[config.mk]
export PLATFORM = sky130hd
export DESIGN_NAME = instr_encoder
export DESIGN_NICKNAME = d
export VERILOG_FILES = /design/src/rtl/instr_encoder.sv
export SDC_FILE = /design/constraint.sdc
export NUM_CORES = 1
export LEC_CHECK = 0
export ABC_AREA = 1
export CAP_MARGIN = 20
export CORE_ASPECT_RATIO = 1.5
export CORE_MARGIN = 10
export CORE_UTILIZATION = 43
export DETAILED_ROUTE_END_ITERATION = 16
export PLACE_DENSITY_LB_ADDON = 0.15
export RECOVER_POWER = 100
export SLEW_MARGIN = 40
export SYNTH_ARGS = -nofsm -noshare
export SYNTH_HDL_FRONTEND = slang
export SYNTH_SLANG_ARGS = --single-unit
[constraint.sdc]
create_clock -name clk -period 2.65 [get_ports clk]
set_clock_uncertainty 0.15 [all_clocks]
set_input_delay 0.53 -clock clk [delete_from_list [all_inputs] [get_ports clk]]
set_output_delay 0.53 -clock clk [all_outputs]
set_load 0.02 [all_outputs]
[src/rtl/instr_encoder.sv]
// Two-stage RV32I instruction encoder: S1 captures a request, S2 holds the packed word.
// Optional IMM_RANGE_CHECK_EN also flags immediates that cannot be encoded losslessly.
module instr_encoder (
    input  logic        clk,
    input  logic        rst,
    input  logic        in_valid,
    output logic        in_ready,
    input  logic [2:0]  fmt,
    input  logic [6:0]  opcode,
    input  logic [4:0]  rd,
    input  logic [4:0]  rs1,
    input  logic [4:0]  rs2,
    input  logic [2:0]  funct3,
    input  logic [6:0]  funct7,
    input  logic [31:0] imm,
    output logic        out_valid,
    input  logic        out_ready,
    output logic [31:0] instr,
    output logic        err,
    output logic [7:0]  err_count
);

    localparam logic [2:0]  FMT_I = 3'd0;
    localparam logic [2:0]  FMT_S = 3'd1;
    localparam logic [2:0]  FMT_B = 3'd2;
    localparam logic [2:0]  FMT_U = 3'd3;
    localparam logic [2:0]  FMT_J = 3'd4;
    localparam logic [2:0]  FMT_R = 3'd5;
    localparam logic [31:0] NOP_INSTR = 32'h0000_0013;

    typedef struct packed {
        logic [2:0]  fmt;
        logic [6:0]  opcode;
        logic [4:0]  rd;
        logic [4:0]  rs1;
        logic [4:0]  rs2;
        logic [2:0]  funct3;
        logic [6:0]  funct7;
        logic [31:0] imm;
    } req_t;

    req_t        req_q, req_d;
    logic        s1_valid_q, s1_valid_d;
    logic        out_valid_q, out_valid_d;
    logic [31:0] instr_q, instr_d;
    logic        err_q, err_d;
    logic [7:0]  err_count_q, err_count_d;
    logic [31:0] enc_instr;
    logic        enc_err;
    logic        s2_free;
    logic [31:0] s1_imm;

    assign s1_imm  = req_q.imm;
    assign s2_free = !out_valid_q || out_ready;

    always_comb begin
        // NOTE: every comb output gets a default first so no path can infer a latch.
        enc_instr = NOP_INSTR;
        enc_err   = 1'b0;
        case (req_q.fmt)
            FMT_I: begin
                enc_instr = {s1_imm[11:0], req_q.rs1, req_q.funct3, req_q.rd, req_q.opcode};
`ifdef IMM_RANGE_CHECK_EN
                enc_err = (s1_imm != {{20{s1_imm[11]}}, s1_imm[11:0]});
`endif
            end
            FMT_S: begin
                enc_instr = {s1_imm[11:5], req_q.rs2, req_q.rs1, req_q.funct3,
                             s1_imm[4:0], req_q.opcode};
`ifdef IMM_RANGE_CHECK_EN
                enc_err = (s1_imm != {{20{s1_imm[11]}}, s1_imm[11:0]});
`endif
            end
            FMT_B: begin
                enc_instr = {s1_imm[12], s1_imm[10:5], req_q.rs2, req_q.rs1, req_q.funct3,
                             s1_imm[4:1], s1_imm[11], req_q.opcode};
`ifdef IMM_RANGE_CHECK_EN
                enc_err = s1_imm[0] || (s1_imm != {{19{s1_imm[12]}}, s1_imm[12:0]});
`endif
            end
            FMT_U: begin
                enc_instr = {s1_imm[31:12], req_q.rd, req_q.opcode};
`ifdef IMM_RANGE_CHECK_EN
                enc_err = (s1_imm[11:0] != 12'd0);
`endif
            end
            FMT_J: begin
                enc_instr = {s1_imm[20], s1_imm[10:1], s1_imm[11], s1_imm[19:12],
                             req_q.rd, req_q.opcode};
`ifdef IMM_RANGE_CHECK_EN
                enc_err = s1_imm[0] || (s1_imm != {{11{s1_imm[20]}}, s1_imm[20:0]});
`endif
            end
            FMT_R: begin
                enc_instr = {req_q.funct7, req_q.rs2, req_q.rs1, req_q.funct3,
                             req_q.rd, req_q.opcode};
            end
            default: begin
                enc_instr = NOP_INSTR;
                enc_err   = 1'b1;
            end
        endcase
    end

    always_comb begin
        // S1 may refill in the same cycle it drains into S2.
        in_ready    = !s1_valid_q || s2_free;
        s1_valid_d  = s1_valid_q;
        req_d       = req_q;
        out_valid_d = out_valid_q;
        instr_d     = instr_q;
        err_d       = err_q;
        err_count_d = err_count_q;
        if (in_ready) begin
            s1_valid_d = in_valid;
            if (in_valid) begin
                req_d = '{fmt: fmt, opcode: opcode, rd: rd, rs1: rs1, rs2: rs2,
                          funct3: funct3, funct7: funct7, imm: imm};
            end
        end
        if (s2_free) begin
            out_valid_d = s1_valid_q;
            if (s1_valid_q) begin
                instr_d = enc_instr;
                err_d   = enc_err;
            end
        end
        if (out_valid_q && out_ready && err_q && (err_count_q != 8'hFF)) begin
            err_count_d = err_count_q + 8'd1;
        end
    end

    always_ff @(posedge clk) begin
        // NOTE: state uses non-blocking assignments so every register samples pre-edge values.
        if (rst) begin
            s1_valid_q  <= 1'b0;
            out_valid_q <= 1'b0;
            instr_q     <= '0;
            err_q       <= 1'b0;
            err_count_q <= '0;
        end else begin
            s1_valid_q  <= s1_valid_d;
            out_valid_q <= out_valid_d;
            instr_q     <= instr_d;
            err_q       <= err_d;
            err_count_q <= err_count_d;
        end
    end

    // NOTE: the S1 payload is qualified by s1_valid_q, so it needs no reset.
    always_ff @(posedge clk) begin
        req_q <= req_d;
    end

    assign out_valid = out_valid_q;
    assign instr     = instr_q;
    assign err       = err_q;
    assign err_count = err_count_q;

endmodule

==> results.tsv <==
stage	metric	value	unit
cells_and_area	fillerInstances	854	
timing	fin_setup_tns	0	ns
power	comb_power_share	0.094	
clocking	path_clk_slew	0.07	ns
floorplanning	start_util	0.4390	
critical_path	path_delay_family	buffers and inverters	
hold_path	worst_hold_path_type	reg -> reg	
clocking	clockBufferDepth	2	
cells_and_area	areaGrowthSynthToFinish	35.59	%
route	dr.pass1.iters	4	
clocking	cts_setup_buffers	0	
floorplanning	die_w	101.2	µm
route	route.top_layer_used	met4	
route	ant_nets	0	
critical_path	endpoint_kind	output pin	
route	wl	10150	µm
synthesis	syn-num-nets	485	
clocking	cts_tree	done	
route	drt_iter0_drc	170	
synthesis	synthCells	413	
timing	fmax	408.3	MHz
clocking	numCtsBuffers	9	
place	portBuffers	113	
timing	min_period_over_period	0.9243	
cells_and_area	final_common_cell	nand2_1	
clocking	cts_resized	0	
route	via_per_inst	4.924	
place	placedInstanceArea	0.005492	mm²
cells_and_area	drive_gt1_frac	0.06038	
timing	finalHoldViolCount	0	
critical_path	crit_fanout	3	
route	wl_met3	669	µm
timing	final.min_clock_period	2.449	ns
critical_path	critPathMostFrequentCell	clkdlybuf4s50_1	
power	leakagePower	2.375	nW
power	powerDensity	624.7	mW/mm²
route	dr_wl_met2	5475	µm
critical_path	critPathMaxStageDelay	0.62	ns
clocking	clock_latency	0.33	ns
critical_path	critPathSlowestCell	clkdlybuf4s50_1	
clocking	cts_root_buffer	clkbuf_16	
global_routing	grt_pass1_vias	3225	
route	post-route-drc-count	0	
critical_path	path_buf_inv	3	
power	ir_worst_vdd	0.3665	mV
floorplanning	core.rowCount	44	
critical_path	path_cells	clkdlybuf4s50_1, inv_1, nand3_1, clkdlybuf4s50_1	
critical_path	worstPathArrival	1.77	ns
route	wl_per_cell	15.71	µm
power	power_switching_share	0.2272	
global_routing	grt_usage	0.1384	
cells_and_area	nets	597	
global_routing	gr-total-overflow	0	
cells_and_area	register_area	0.002873	mm²
clocking	hold_buffers	0	
power	switching_power	0.0008185	W
timing	maxSlewViolCount	0	
critical_path	path_class	in -> out	
synthesis	ys_types	29	
critical_path	required	1.97	ns
timing	rsz0062_at_grt	no	
cells_and_area	final_area	0.005768	mm²
status	status	finished, final reports clean	
synthesis	ys_seq_area_frac	0.6753	
route	wl_met1	3922	µm
floorplanning	dieArea	0.01435	mm²
global_routing	grt_start_max_net_pins	68	
clocking	clock_sinks	110	
place	routabilityCongestion	0.7981	
floorplanning	io_pins	114	
timing	setup_viol	0	
power	p_clk_frac	0.364	
synthesis	yosys_register_bits	110	
clocking	cts.htree.levels	3	
synthesis	syn_area	0.004254	mm²
cells_and_area	layout_common_cells	146 x nand2_1, 109 x dlygate4sd3_1, 67 x edfxtp_1, 43 x dfxtp_1, 35 x a21oi_1	
run	maxCapViolations	0	
route	num_vias	3181	
timing	worst_pin_slew	0.9463	ns
synthesis	yosys_warnings	0	
power	internal-power	0.002785	W
timing	relSlewSlack	0.3685	
power	p_seq_frac	0.542	
place	dp_hpwl	7240	µm
global_routing	antenna_found_initial	1	
critical_path	start_kind	input pin	
floorplanning	core_area	0.009689	mm²
cells_and_area	multiInputGateArea	0.001204	mm²
power	power.total	0.003603	W
synthesis	synth.avg_cell_area	10.30	µm²
global_routing	grt_pass1_wl	15930	µm
floorplanning	die_h	141.8	µm
worst register-to-register path: cells and delay by family (launching register included):
family | cells | cell delay [ns]
AOI/OAI and AO/OA | 2 | 0.66
DFF | 1 | 0.40
and+or+nand+nor | 2 | 0.26
buffers and inverters | 1 | 0.31
adders and majority gates | 1 | 0.24
cell type report:
class	count	share of cell area
antenna	1	0.0004338
clock buffer	12	0.04642
clock inverter	4	0.004772
inverter	26	0.01757
multi-input combinational	262	0.2087
sequential	110	0.4980
tap	115	0.02495
timing repair buffer	116	0.1991
per-stage QoR:
stage	std cells	utilization	hold slack, ns	worst slack [ns]
2_1_floorplan	413	-	0.2820	0.1426
4_1_cts	645	0.5972	0.3175	0.1940
3_3_place_gp	629	0.5668	0.2966	0.2188
5_1_grt	646	0.5953	0.3300	0.1082
6_report	646	0.5953	0.3119	0.2007
3_5_place_dp	629	0.5668	0.3012	0.1949
synthesized netlist by cell type, drive strengths merged:
master | instances | area, µm²
nand2 | 148 | 565.6
edfxtp | 67 | 2012
dfxtp | 43 | 860.8
a21oi | 36 | 183.9
inv | 25 | 93.84
nand3 | 24 | 135.1
nor2 | 20 | 98.84
nand4 | 13 | 81.33
o21ai | 11 | 62.56
clkbuf | 8 | 30.03
buf | 7 | 46.29
a22oi | 2 | 15.01
a31oi | 2 | 12.51
xnor2 | 2 | 17.52
xor2 | 2 | 17.52
clkinv | 1 | 3.750
ha | 1 | 12.51
nor3 | 1 | 5.000
cell families after synthesis:
family | synth area share
simple gates | 0.2082
flops | 0.6753
compound gates | 0.06441
buf+inv | 0.04088
xor+xnor | 0.008237
fa+ha+maj | 0.002941
power groups by stage:
stage / Clock (W) / Sequential (W) / Combinational, W
after floorplan: 0 / 0.00201 / 0.000151
after global placement: 0 / 0.00199 / 0.000371
after detailed placement: 0 / 0.00199 / 0.000378
after CTS: 0.00134 / 0.00195 / 0.000379
after global routing: 0.00140 / 0.00196 / 0.000374
final: 0.00131 / 0.00195 / 0.000339
worst paths after layout:
path / start / endpoint / slack [ns] / cells after the start
setup / recovery: out_ready / in_ready / 0.20 / 4
hold / removal: instr[14] / instr[14] / 0.31 / 2
setup reg to reg: err_count[0] / err_count[2] / 0.48 / 6
hold reg to reg: instr[14] / instr[14] / 0.31 / 2
flip-flops by register name (all words and copies together), names as in the netlist:
name,cells
err,1
err_count,8
instr,32
out_valid,1
req_q,35
s1_imm,32
s1_valid_q,1
metal layers:
layer  vias to the layer above  track usage
li1                       1610            -
met1                      1489       0.1482
met2                        78       0.2503
met3                         4      0.04229
met4                         0      0.04121
met5                         -            0
(Power assumes the default switching activity.)
